### src/rtl/seq_det_pkg.sv
// Shared definitions for the 1011 sequence detector: FSM state encoding,
// the detected pattern, and default counter widths.
package seq_det_pkg;

   typedef enum logic [2:0] {
      S_IDLE = 3'd0,
      S_1    = 3'd1,
      S_10   = 3'd2,
      S_101  = 3'd3,
      S_DET  = 3'd4
   } state_t;

   localparam logic [3:0] PATTERN   = 4'b1011;
   localparam int         CNT_W_DEF = 12;
   localparam int         LEN_W_DEF = 12;

endpackage

### src/rtl/seq_fsm.sv
// Moore FSM for the overlapping pattern 1011. detect is the registered S_DET
// state; hit is the combinational "entering S_DET this edge" flag.
module seq_fsm
   import seq_det_pkg::*;
(
   input  logic clk,
   input  logic reset,
   input  logic bit_in,
   output logic hit,
   output logic detect
);

   state_t r_state;
   state_t w_next;

   // NOTE: state registers use non-blocking (<=) so every flop samples pre-edge values.
   always_ff @(posedge clk or posedge reset) begin
      if (reset) r_state <= S_IDLE;
      else       r_state <= w_next;
   end

   always_comb begin
      // NOTE: default assigned first so no path leaves w_next unassigned (no latch).
      w_next = S_IDLE;
      case (r_state)
         S_IDLE:  w_next = bit_in ? S_1   : S_IDLE;
         S_1:     w_next = bit_in ? S_1   : S_10;
         S_10:    w_next = bit_in ? S_101 : S_IDLE;
         S_101:   w_next = bit_in ? S_DET : S_10;
         S_DET:   w_next = bit_in ? S_1   : S_10;
         default: w_next = S_IDLE;
      endcase
   end

   assign hit    = (w_next == S_DET);
   assign detect = (r_state == S_DET);

endmodule

### src/rtl/seq_detector.sv
// Pattern detector plus per-period hit and bit counters; both totals are
// latched and strobed whenever period_tick marks the first bit of a new period.
module seq_detector
   import seq_det_pkg::*;
#(
   parameter int CNT_W = CNT_W_DEF,
   parameter int LEN_W = LEN_W_DEF
) (
   input  logic             clk,
   input  logic             reset,
   input  logic             bit_in,
   input  logic             period_tick,
   output logic             detect,
   output logic [CNT_W-1:0] count_out,
   output logic [LEN_W-1:0] period_len,
   output logic             count_valid
);

   localparam logic [CNT_W-1:0] CNT_MAX = '1;
   localparam logic [LEN_W-1:0] LEN_MAX = '1;

   logic             w_hit;
   logic [CNT_W-1:0] r_hit_cnt;
   logic [LEN_W-1:0] r_bit_cnt;
   logic [CNT_W-1:0] r_count_out;
   logic [LEN_W-1:0] r_period_len;
   logic             r_count_valid;

   seq_fsm u_fsm (
      .clk    (clk),
      .reset  (reset),
      .bit_in (bit_in),
      .hit    (w_hit),
      .detect (detect)
   );

   // The tick bit opens the new period, so a hit finishing on it is counted there.
   always_ff @(posedge clk or posedge reset) begin
      if (reset) begin
         r_hit_cnt     <= '0;
         r_bit_cnt     <= '0;
         r_count_out   <= '0;
         r_period_len  <= '0;
         r_count_valid <= 1'b0;
      end else if (period_tick) begin
         r_count_out   <= r_hit_cnt;
         r_period_len  <= r_bit_cnt;
         r_count_valid <= 1'b1;
         r_hit_cnt     <= CNT_W'(w_hit);
         r_bit_cnt     <= LEN_W'(1);
      end else begin
         r_count_valid <= 1'b0;
         if (w_hit && (r_hit_cnt != CNT_MAX)) r_hit_cnt <= r_hit_cnt + CNT_W'(1);
         if (r_bit_cnt != LEN_MAX)            r_bit_cnt <= r_bit_cnt + LEN_W'(1);
      end
   end

   assign count_out   = r_count_out;
   assign period_len  = r_period_len;
   assign count_valid = r_count_valid;

endmodule

### config.mk
export PLATFORM = sky130hd
export DESIGN_NAME = seq_detector
export DESIGN_NICKNAME = d
export VERILOG_FILES = /design/src/rtl/seq_det_pkg.sv /design/src/rtl/seq_fsm.sv /design/src/rtl/seq_detector.sv
export SDC_FILE = /design/constraint.sdc
export NUM_CORES = 1
export LEC_CHECK = 0
export ABC_AREA = 0
export CELL_PAD_IN_SITES_DETAIL_PLACEMENT = 0
export CELL_PAD_IN_SITES_GLOBAL_PLACEMENT = 1
export CORE_MARGIN = 2
export CORE_UTILIZATION = 40
export DETAILED_ROUTE_END_ITERATION = 8
export GPL_ROUTABILITY_DRIVEN = 0
export PLACE_DENSITY_LB_ADDON = 0.25
export SKIP_LAST_GASP = 1
export SYNTH_ARGS = -nofsm -noshare
export SYNTH_HDL_FRONTEND = slang
export SYNTH_HIERARCHICAL = 1
export SYNTH_SLANG_ARGS = --single-unit
### constraint.sdc
create_clock -name clk -period 2.4 [get_ports clk]
set_clock_uncertainty 0.2 [all_clocks]
set_input_delay 0.36 -clock clk [delete_from_list [all_inputs] [get_ports clk]]
set_output_delay 0.36 -clock clk [all_outputs]
set_load 0.01 [all_outputs]
After elaboration in Yosys (flattened, before gate mapping)
Index checks and enable logic that the tools add are counted.
W data, S select, Z words.
{ "classes": {"add_sub_neg": 2, "n_eq_ne": 7, "n_mux": 10, "n_reduce_logical": 5} }
{ "ops": {"columns": ["op", "n"], "rows": [
  ["$mux W12", 4],
  ["$add A12 B1 Y12 const B", 2],
  ["$ne A12 B12 Y1 const B", 2],
  ["$pmux W3 S4", 1],
  ["$eq A3 B2 Y1 const B", 2],
  ["$eq A3 B3 Y1 const B", 2],
  ["$mux W2", 2],
  ["$reduce_bool A2 Y1", 2],
  ["$eq A3 B1 Y1 const B", 1],
  ["$logic_not A3 Y1", 1],
  ["$mux W3", 1],
  ["$mux W1", 2],
  ["$reduce_or A2 Y1", 1],
  ["$logic_and A1 B1 Y1", 1]
]} }
{ "word_totals": {"ff_bits": 52, "inputBits": 4, "output_inout_bits": 26, "word_cells": 30} }

Longest topological paths before layout
Gate-level depths: netlist (run 1).
{ "depth": {"depth_word": 7, "depth_mapped": 6, "ltp_nobuf": 5} }

Modules after synthesis
Netlist (run 1), hierarchy kept.
{ "by_module_without_submodules": {"columns": ["mod", "n_inst", "cells_each", "area_per_inst_um2", "seq_area_each_um2"], "rows": [
  ["seq_detector", 1, 186, 2209.6, 1226.2],
  ["seq_fsm", 1, 13, 165.2, 75.1]
]} }

Least setup slack after synthesis (run 1)
OpenSTA, ideal clock, no wires.
{ "synth_path": {"kind": "register to register", "from": "register u_fsm.r_state[2]", "to": "register r_hit_cnt[5]", "setup_time_ns": 0.125, "arrival_ns": 1.582, "slack_ns": 0.494, "stages_incl_launch_ff": 6, "n_path_buf": 0, "path_cell_list": "dfrtp_1 -> and4b_2 -> nand4_1 -> a41oi_1 -> nand3_1 -> mux2_2"} }
{ "synth_via": {"elab_chain_cells": 6, "elab_cells_between_ends": 10, "classes_between": "eq/ne (5); mux (1); reduce/logical (4)"} }
{ "synth_lines": {"columns": ["item", "line_no", "source"], "rows": [
  ["start: declaration", "seq_fsm.sv:13", "state_t r_state;"],
  ["start signal: assignment", "seq_fsm.sv:19", "else r_state <= w_next;"],
  ["$eq A3 B3 Y1 / $eq A3 B1 Y1 (equally long branches)", "seq_fsm.sv:25", "case (r_state)"],
  ["$reduce_or A2 Y1 (no line)", null, null],
  ["$pmux W3 S4 (*)", "seq_fsm.sv:25", null],
  ["$eq A3 B3 Y1 (*)", "seq_fsm.sv:35", "assign hit = (w_next == S_DET);"],
  ["net w_hit", "seq_detector.sv:22", "logic w_hit;"],
  ["$logic_and A1 B1 Y1 (*)", "seq_detector.sv:53", "if (w_hit && (r_hit_cnt != CNT_MAX)) r_hit_cnt <= r_hit_cnt + CNT_W'(1);"],
  ["$reduce_bool A2 Y1 (no line) (*)", null, null],
  ["end signal: assignment", "seq_detector.sv:49", "r_hit_cnt <= CNT_W'(w_hit);"],
  ["end signal: assignment", "seq_detector.sv:53", null],
  ["end: declaration", "seq_detector.sv:23", "logic [CNT_W-1:0] r_hit_cnt;"]
]} }
The timed path passes the listed nets; every way through them passes the cells marked *.
A chain may end at the register's enable or synchronous reset.

Final worst setup path (run 1)
{ "layout_path": {"from": "register r_bit_cnt[0]", "to": "register r_bit_cnt[5]"} }
{ "layout_via": {"elab_chain_cells": 3, "elab_cells_between_ends": 5, "classes_between": "add/sub (1); eq/ne (1); mux (2); reduce/logical (1)"} }
{ "layout_lines": {"columns": ["item", "line_no", "source"], "rows": [
  ["start: declaration", "seq_detector.sv:24", "logic [LEN_W-1:0] r_bit_cnt;"],
  ["start signal: assignment", "seq_detector.sv:54", "if (r_bit_cnt != LEN_MAX) r_bit_cnt <= r_bit_cnt + LEN_W'(1);"],
  ["$add A12 B1 Y12", "seq_detector.sv:54", null],
  ["$mux W12", "seq_detector.sv:54", null],
  ["$mux W12", "seq_detector.sv:45", "end else if (period_tick) begin"]
]} }
Parallel ways exist; a longest one is shown, timed or not. The select of a mux whose other input is x is not followed.

==> results_dict.tcl, run 1 <==
set metrics [dict create \
    routedWlPerCell_um 14.1 \
    die_area_sq_mm 0.00657 \
    io_buffers 29 \
    mostFrequentLayoutCell "sky130_fd_sc_hd__dfrtp_1" \
    ys_warn_count 6 \
    syn_inst 199 \
    start_util_pct 40.8 \
    final_cell_count_no_fill 310 \
    critical_path_class "register to register" \
    detailedRoute.firstPassIterationCount 4 \
    viasPerCell 5.25 \
    n_fill_cell 550 \
    power.net_switching_mw 0.357 \
    synth_xor_xnor_area_share_pct 0.738 \
    holdBufCountCts 0 \
    report.final.hold_viol_count 0 \
    peakVddDrop_v 0.000252 \
    rsz0062_at_grt "false" \
    tns_ps 0 \
    synth.yosys.seq_area_share_pct 54.8 \
    post_route_cells_drive_above_1_share_pct 23.0 \
    arrival_time_of_data_at_the_critical_path_endpoint_ps 2160 \
    number_of_cells_in_the_design_after_placement 303 \
    period_utilization_post_route_pct 88.7 \
    die_x_um 81.1 \
    worstReg2RegEnd "r_bit_cnt[5]" \
    dominantRegCellSynth "sky130_fd_sc_hd__dfrtp_1" \
    synth_enable_flop_cells 0 \
    route.vias.total 1629 \
    fmaxAchievable_ghz 0.470 \
    fin_crit_ps 2130 \
    yosys.area_share.simple_pct 18.6 \
    synth.area.mux_share_pct 13.6 \
    dpl.hpwl_um 3100 \
    final_area_sq_mm 0.00289 \
    pwr_density_cell_mw_per_mm2 544 \
    yosys.area_share.adder_pct 1.53 \
    r2r_slack_ps 270 \
    cts_max_level 2 \
    post_synth_instance_area_sq_mm 0.00237 \
    power.switching_fraction_pct 22.7 \
    pre_cts_ws_ps 7.16 \
    power_leakage_nw 1.29 \
    grt_first_pass_wirelength_um 7760 \
    grt_pass1_vias 1664 \
    timing.critical_path.to_type "register" \
    routed_wl_um 4360 \
    clkSinkCount 52 \
    max_slew_margin_pct 69.9 \
    post_synth_num_cell_types 46 \
    syn_area_per_cell_sq_um 11.9 \
    antenna_fix_cells 0 \
    detail-route-antenna-nets 0 \
    drt_drc_violations_left 0 \
    ios 30 \
    timing.critical_path.from_type "register" \
    max_cap_viols 0 \
    std_cell_rows 28 \
    holdCritPathClass "input port to async pin" \
    global_route.usage.total_pct 15.2 \
    grt.overflow.total 0 \
    number_of_cells_on_the_worst_reg_to_reg_path 6 \
    post-cts-setup-buffer-count 0 \
    synth_top_family_by_area "simple AND/OR/NAND/NOR gates" \
    finalSetupViolCount 0 \
    cts_resized 0 \
    area_growth_from_synthesis_to_layout_pct 21.7 \
    numCtsBuffers 5 \
    worst_reg2reg_path_startpoint "r_bit_cnt[0]" \
    finalNetCount 241 \
    fin_hold_ws_ps 68.7 \
    core_box_area_sq_mm 0.00582 \
    syn-num-nets 205 \
    clkSlewWorstSetupHoldPaths_ps 90 \
    pwr-share-comb_pct 7.6 \
    finalMaxSlewViolations 0 \
    crit_fanout 9 \
    fp.dieH_um 81.1 \
    clk-insertion-delay-late_ps 300 \
    power.sequential.fraction_pct 58.7 \
    clock_power_share_pct 33.7 \
    synthesis_stage_register_bit_count 52 \
    cts_tree "done" \
    synth-async-reset-ratio_pct 100 \
    internal-power_mw 1.21 \
    layout_common_cells "sky130_fd_sc_hd__dfrtp_1, sky130_fd_sc_hd__clkdlybuf4s50_1, sky130_fd_sc_hd__mux2_2" \
    placed_area_sq_mm 0.00279 \
    maximum_number_of_pins_on_one_net_before_global_route_repair 23 \
    antenna_found_initial 0 \
    worst-endpoint-required_ps 2430 \
    cts.path.max_buffers 2 \
    postLayoutSetupSlackWorst_ps 272 \
    drtIter0Drc 62 \
    outcome "completed" \
    synth_compound_gate_area_share_pct 8.32 \
    ctsRootBufferMaster "sky130_fd_sc_hd__clkbuf_8" \
    timing_worst_slew_pin_value_ps 447 \
]
## worst max-delay path: stages, from the launching register on
cell and delay (ps):
sky130_fd_sc_hd__dfrtp_1 440, sky130_fd_sc_hd__ha_1 280, sky130_fd_sc_hd__nand3_2 150, sky130_fd_sc_hd__nor4_4 60
sky130_fd_sc_hd__buf_4 170, sky130_fd_sc_hd__or4_2 600, sky130_fd_sc_hd__a21oi_1 150
## logic make-up after synthesis
logic type	after synthesis
and+or+nand+nor	69
xor gates and xnor gates	2
buffers and inverters	15
DFF	52
muxes	29
adders and majority gates	3
AOI/OAI and AO/OA	29
## routing by layer
| layer | share of wire (%) | GRT usage, % | vias to the layer above |
|---|---|---|---|
| met1 | 48 | 19.5 | 788 |
| li1 | - | - | 818 |
| met5 | 0 | 0 | - |
| met4 | 1.3 | 5.08 | 0 |
| met2 | 48 | 25.3 | 17 |
| met3 | 2.3 | 3.67 | 6 |
## layout make-up
class | count | area [sq um] | area share, %
multi-input cells | 132 | 1020 | 35.2
well taps | 75 | 93.8 | 3.25
clock buffers | 7 | 96.3 | 3.33
repair buffers | 36 | 350 | 12.1
flip-flops and latches | 52 | 1300 | 45.0
inverters | 8 | 30.0 | 1.04
## power by group through the flow
stage	Sequential, mW	Clock [mW]	Combinational [mW]
final	0.922	0.530	0.119
after floorplan	0.939	0	0.0671
after detailed placement	0.939	0	0.122
after CTS	0.922	0.551	0.123
after global placement	0.940	0	0.120
after global routing	0.926	0.588	0.135
## cell usage after synthesis, drive strengths merged, types with 3 or more instances
cell | count | area share (%)
mux2 | 27 | 13
a211oi | 5 | 1.6
buf | 3 | 0.47
dfrtp | 52 | 55
nand2 | 6 | 0.95
and4 | 4 | 1.5
nor4 | 4 | 1.7
nor3b | 3 | 1.4
o31ai | 3 | 0.95
nor2b | 5 | 1.3
nand3 | 9 | 2.1
clkbuf | 4 | 0.63
nand4 | 7 | 2.1
inv | 8 | 1.3
nor3 | 4 | 0.84
a31oi | 3 | 0.79
a21oi | 8 | 1.7
nor2 | 14 | 2.3
and3 | 3 | 0.84
## worst max path at each step
stage                          start            to  slack (ps)
detailed placement            bit_in  r_hit_cnt[9]           7
global placement              bit_in  r_hit_cnt[5]          50
floorplan           u_fsm/r_state[2]  r_hit_cnt[5]         490
CTS                     r_bit_cnt[0]  r_bit_cnt[5]         260
finish                  r_bit_cnt[0]  r_bit_cnt[5]         270
global route            r_bit_cnt[0]  r_bit_cnt[5]         160
## state kept, by name, summed over array words and instances (netlist names)
register	flops
r_hit_cnt	12
r_bit_cnt	12
period_len	12
count_valid	1
count_out	12
u_fsm/r_state	3
## through the flow
stage	util (%)	power (mW)
2_1_floorplan	-	1.01
3_3_place_gp	48.0	1.06
3_5_place_dp	48.0	1.06
4_1_cts	49.7	1.60
5_1_grt	49.7	1.65
6_report	49.7	1.57
(Power assumes the default switching activity.)
==> run 2: changes to the inputs <==
--- a/config.mk
+++ b/config.mk
@@ -13,6 +13,8 @@
 export DETAILED_ROUTE_END_ITERATION = 8
 export GPL_ROUTABILITY_DRIVEN = 0
 export PLACE_DENSITY_LB_ADDON = 0.25
+export REMOVE_ABC_BUFFERS = 1
+export SETUP_SLACK_MARGIN = 0.1
 export SKIP_LAST_GASP = 1
 export SYNTH_ARGS = -nofsm -noshare
 export SYNTH_HDL_FRONTEND = slang
==> run 2 against run 1 <==
Effect of this change: setup slack gained 23 ps; hold slack lost 4.7 ps; sequential share of layout area is 0.22 points higher; cell area down 0.48%; critical endpoint is now r_bit_cnt[1]; largest power group unchanged; highest routed layer unchanged.
==> results_dict.tcl, run 2 (same netlist as run 1, synthesis figures left out) <==
set metrics [dict create \
    worst_reg2reg_path_startpoint "r_bit_cnt[0]" \
    critical_path_class "register to register" \
    holdCritPathClass "input port to async pin" \
    regArea_sq_mm 0.00130 \
    layout_common_cells "sky130_fd_sc_hd__dfrtp_1, sky130_fd_sc_hd__clkdlybuf4s50_1, sky130_fd_sc_hd__mux2_2" \
    finalSetupViolCount 0 \
    ios 30 \
    fp.dieH_um 81.1 \
    start_util_pct 40.8 \
    cts_resized 0 \
    routedWlPerCell_um 14.0 \
    grt_pass1_vias 1554 \
    die_x_um 81.1 \
    antenna_fix_cells 0 \
    period_utilization_post_route_pct 87.7 \
    route.vias.total 1671 \
    timing.critical_path.from_type "register" \
    grt_first_pass_wirelength_um 7540 \
    grt.overflow.total 0 \
    outcome "completed" \
    multi_input_area_sq_mm 0.00102 \
    detail-route-antenna-nets 0 \
    ctsRootBufferMaster "sky130_fd_sc_hd__clkbuf_8" \
    maximum_number_of_pins_on_one_net_before_global_route_repair 50 \
    clkSinkCount 52 \
    mostFrequentLayoutCell "sky130_fd_sc_hd__dfrtp_1" \
    numCtsBuffers 5 \
    rsz0062_at_grt "false" \
    timing.critical_path.to_type "register" \
    worst-endpoint-required_ps 2370 \
    r2r_slack_ps 290 \
    worstReg2RegEnd "r_bit_cnt[1]" \
    placed_area_sq_mm 0.00280 \
    core_box_area_sq_mm 0.00582 \
    holdBufCountCts 0 \
    std_cell_rows 28 \
    die_area_sq_mm 0.00657 \
    clkSlewWorstSetupHoldPaths_ps 90 \
    finalNetCount 240 \
    detailedRoute.firstPassIterationCount 4 \
    routed_wl_um 4330 \
    pwr_density_cell_mw_per_mm2 526 \
    drtIter0Drc 81 \
    number_of_cells_in_the_design_after_placement 302 \
    arrival_time_of_data_at_the_critical_path_endpoint_ps 2080 \
    cts_tree "done" \
    crit_fanout 9 \
    viasPerCell 5.41 \
    final_area_sq_mm 0.00288 \
    timing_worst_slew_pin_value_ps 591 \
    power_leakage_nw 1.28 \
    peakVddDrop_v 0.000277 \
    area_growth_from_synthesis_to_layout_pct 21.1 \
    cts_max_level 2 \
    finalMaxSlewViolations 0 \
    dpl.hpwl_um 2870 \
    final_cell_count_no_fill 309 \
    fmaxAchievable_ghz 0.475 \
    n_fill_cell 554 \
    io_buffers 29 \
    post_route_cells_drive_above_1_share_pct 22.2 \
    drt_drc_violations_left 0 \
    report.final.hold_viol_count 0 \
    max_slew_margin_pct 60.3 \
    number_of_cells_on_the_worst_reg_to_reg_path 5 \
    cts.path.max_buffers 2 \
    clk-insertion-delay-late_ps 300 \
    post-cts-setup-buffer-count 0 \
    fin_crit_ps 2110 \
    tns_ps 0 \
    antenna_found_initial 0 \
    max_cap_viols 0 \
    global_route.usage.total_pct 14.7 \
]
run 2: cell count changes in the layout (fill, tap and decap cells not counted):
cell / change
sky130_fd_sc_hd__clkinv_2: +1
sky130_fd_sc_hd__buf_12: +1
sky130_fd_sc_hd__clkbuf_8: -2
sky130_fd_sc_hd__clkbuf_1: +1
sky130_fd_sc_hd__buf_4: -2
run 2: worst max-delay path by stage:
stage / start / to / slack [ps] / depth (start not counted)
2_1_floorplan: u_fsm/r_state[2] / r_hit_cnt[5] / 490 / 5
6_report: r_bit_cnt[0] / r_bit_cnt[1] / 290 / 5
3_3_place_gp: bit_in / r_hit_cnt[6] / 180 / 7
4_1_cts: u_fsm/r_state[1] / detect / 280 / 2
3_5_place_dp: bit_in / r_hit_cnt[5] / 140 / 7
5_1_grt: r_bit_cnt[0] / r_bit_cnt[3] / 130 / 5
run 2: critical path: stages, from the launching register on:
cell                      delay [ps]
sky130_fd_sc_hd__dfrtp_1         440
sky130_fd_sc_hd__ha_1            280
sky130_fd_sc_hd__nand3_2         170
sky130_fd_sc_hd__nor4_4          590
sky130_fd_sc_hd__mux2i_1         240
sky130_fd_sc_hd__nor2_1           50
run 2: layout make-up:
cell class,instances,share of cell area (%)
Clock inverter,1,0.174
Timing Repair Buffer,35,12.4
Sequential cell,52,45.3
Inverter,8,1.04
Clock buffer,6,2.52
Multi-Input combinational cell,132,35.4
Tap cell,75,3.26
run 2: metrics by stage:
step / worst slack [ps] / total power [mW] / hold WS, ps / util (%)
floorplan: 494 / 0.994 / -86.4 / -
global placement: 177 / 1.06 / 289 / 48.1
detailed placement: 145 / 1.06 / 295 / 48.1
CTS: 277 / 1.54 / 57.9 / 49.4
global route: 131 / 1.59 / 84.9 / 49.4
finish: 295 / 1.51 / 64.0 / 49.4
run 2: per-layer routing:
metal,vias to the layer above,routed length (um),global-route usage (%)
met5,-,0,0
met4,0,57,4.58
met3,6,166,3.67
li1,813,-,-
met1,824,2180,21.0
met2,28,1930,21.9
run 2: report_power, final:
part | total (mW) | switching (mW) | internal [mW]
sequential | 0.921 | 0.0236 | 0.897
clock | 0.472 | 0.272 | 0.199
combinational | 0.120 | 0.0605 | 0.0597
total | 1.51 | 0.357 | 1.16
==> run 3: changes to the inputs <==
--- a/config.mk
+++ b/config.mk
@@ -14,9 +14,10 @@
 export GPL_ROUTABILITY_DRIVEN = 0
 export PLACE_DENSITY_LB_ADDON = 0.25
 export REMOVE_ABC_BUFFERS = 1
-export SETUP_SLACK_MARGIN = 0.1
+export SETUP_SLACK_MARGIN = 0.5
 export SKIP_LAST_GASP = 1
 export SYNTH_ARGS = -nofsm -noshare
 export SYNTH_HDL_FRONTEND = slang
 export SYNTH_HIERARCHICAL = 1
 export SYNTH_SLANG_ARGS = --single-unit
+export TNS_END_PERCENT = 1
==> run 3 against run 2 <==
Effect of this change: count of clock-buffer cells in the layout stayed put; cell area is 3.8% higher; non-clock buffer count is 6 higher; die area stayed put; critical endpoint is now r_bit_cnt[5]; hold slack hardly changed; sequential share of layout area is 1.6 points lower; first-iteration DRC count is 41% higher; largest cell class unchanged; cell count is 2.3% higher; critical path type unchanged; via count is 3.0% higher.
==> results_dict.tcl, run 3 (same netlist as run 1, synthesis figures left out) <==
set metrics [dict create \
    layout_common_cells "sky130_fd_sc_hd__dfrtp_1, sky130_fd_sc_hd__mux2_2, sky130_fd_sc_hd__clkdlybuf4s50_1" \
    outcome "completed" \
    peakVddDrop_v 0.000271 \
    holdBufCountCts 0 \
    drt_drc_violations_left 0 \
    die_x_um 81.1 \
    ios 30 \
    clock_power_share_pct 31.0 \
    critical_path_class "register to register" \
    worst-endpoint-required_ps 2430 \
    cts_max_level 2 \
    worst_path_largest_cell_delay_ps 620 \
    rsz0062_at_grt "true" \
    std_cell_rows 28 \
    internal-power_mw 1.16 \
    ctsRootBufferMaster "sky130_fd_sc_hd__clkbuf_8" \
    placed_area_sq_mm 0.00280 \
    mostFrequentLayoutCell "sky130_fd_sc_hd__dfrtp_1" \
    n_fill_cell 550 \
    routed_wl_um 4480 \
    power_leakage_nw 1.35 \
    report.final.hold_viol_count 0 \
    drtIter0Drc 114 \
    clkSinkCount 52 \
    timing_worst_slew_pin_value_ps 426 \
    worstPathCellList "ha_2, nand3_4, nor4_4, or4_2, a21oi_1" \
    power.sequential.fraction_pct 60.5 \
    post_route_cells_drive_above_1_share_pct 27.4 \
    worstReg2RegEnd "r_bit_cnt[5]" \
    period_utilization_post_route_pct 79.7 \
    fmaxAchievable_ghz 0.523 \
    die_area_sq_mm 0.00657 \
    cp_slowest_cell "sky130_fd_sc_hd__or4_2" \
    global_route.usage.total_pct 14.6 \
    clkSlewWorstSetupHoldPaths_ps 90 \
    max_slew_margin_pct 71.6 \
    routedWlPerCell_um 14.2 \
    power.net_switching_mw 0.360 \
    cts.path.max_buffers 2 \
    dpl.hpwl_um 2870 \
    area_growth_from_synthesis_to_layout_pct 25.7 \
    numCtsBuffers 5 \
    finalNetCount 247 \
    clk-insertion-delay-late_ps 300 \
    final_area_sq_mm 0.00299 \
    core_box_area_sq_mm 0.00582 \
    report.power.total_mw 1.52 \
    start_util_pct 40.8 \
    grt_first_pass_wirelength_um 7530 \
    fp.dieH_um 81.1 \
    antenna_fix_cells 0 \
    io_buffers 29 \
    worst_reg2reg_path_startpoint "r_bit_cnt[0]" \
    route.vias.total 1721 \
    arrival_time_of_data_at_the_critical_path_endpoint_ps 1950 \
    grt_pass1_vias 1552 \
    crit_fanout 5 \
    antenna_found_initial 0 \
    holdCritPathClass "input port to async pin" \
    power.switching_fraction_pct 23.7 \
    detail-route-antenna-nets 0 \
    viasPerCell 5.45 \
    number_of_cells_on_the_worst_reg_to_reg_path 5 \
    finalCoreUtilization_pct 51.3 \
    cts_tree "done" \
    detailedRoute.firstPassIterationCount 4 \
    timing.critical_path.from_type "register" \
    maximum_number_of_pins_on_one_net_before_global_route_repair 50 \
    tns_ps 0 \
    pwr_density_cell_mw_per_mm2 510 \
    timing.critical_path.to_type "register" \
    pwr-share-comb_pct 8.5 \
    crit_path_start "r_bit_cnt[0]" \
    finalSetupViolCount 0 \
    r2r_slack_ps 490 \
    grt.overflow.total 0 \
    max_cap_viols 0 \
    finalMaxSlewViolations 0 \
    fin_crit_ps 1910 \
]
[run 3: changes by cell type in the layout (fill, tap and decap cells not counted), sizes merged]
cell           before  now
dlygate4sd2         0    1
clkdlybuf4s50      28   26
buf                 7   13
nor4                4    5
dlymetal6s2s        0    1
[run 3: what timing repair did]
item | in CTS | in global routing
pin swaps | 0 | 4
gates resized for setup | 1 | 12
setup buffers | 0 | 6
endpoints found under the setup margin | 14 | 16
cloned | 0 | 1
[run 3: cell type report]
class / count / area (sq um) / share of cell area (%)
Sequential cell: 52 / 1300 / 43.7
Multi-Input combinational cell: 133 / 1080 / 36.1
Timing Repair Buffer: 41 / 402 / 13.5
Tap cell: 75 / 93.8 / 3.14
Clock buffer: 6 / 72.6 / 2.43
Inverter: 8 / 30.0 / 1.01
Clock inverter: 1 / 5.00 / 0.168
[run 3: worst max path at each step]
stage,depth (start not counted),slack [ps],end
3_5_place_dp,7,140,r_hit_cnt[5]
3_3_place_gp,7,180,r_hit_cnt[6]
6_report,5,490,r_bit_cnt[5]
2_1_floorplan,5,490,r_hit_cnt[5]
5_1_grt,5,440,r_bit_cnt[5]
4_1_cts,5,290,r_bit_cnt[1]
[run 3: power by group through the flow]
stage	Clock [mW]	Combinational, mW	Sequential [mW]
3_3_place_gp	0	0.121	0.938
2_1_floorplan	0	0.0550	0.939
4_1_cts	0.496	0.123	0.921
6_report	0.472	0.130	0.920
3_5_place_dp	0	0.123	0.938
5_1_grt	0.531	0.145	0.924
[run 3: per-stage QoR]
stage | cells | hold slack, ps | setup slack, ps
after floorplan | 192 | -86.4 | 494
after global placement | 302 | 289 | 177
after detailed placement | 302 | 295 | 145
after CTS | 309 | 57.9 | 295
after global routing | 316 | 84.9 | 440
final | 316 | 63.8 | 488
[run 3: routing by layer]
layer	vias up	GRT usage, %	wire, um
met5	-	0	0
met4	0	4.58	57
met3	6	3.56	199
met2	33	21.9	2010
met1	847	21.0	2210
li1	835	-	-
[run 3: critical path, delay by kind of cell, from the launching register on]
| kind | cells | cell delay (ps) |
|---|---|---|
| AOI/OAI and AO/OA | 1 | 150 |
| and+or+nand+nor | 3 | 840 |
| adders and majority gates | 1 | 230 |
| DFF | 1 | 430 |
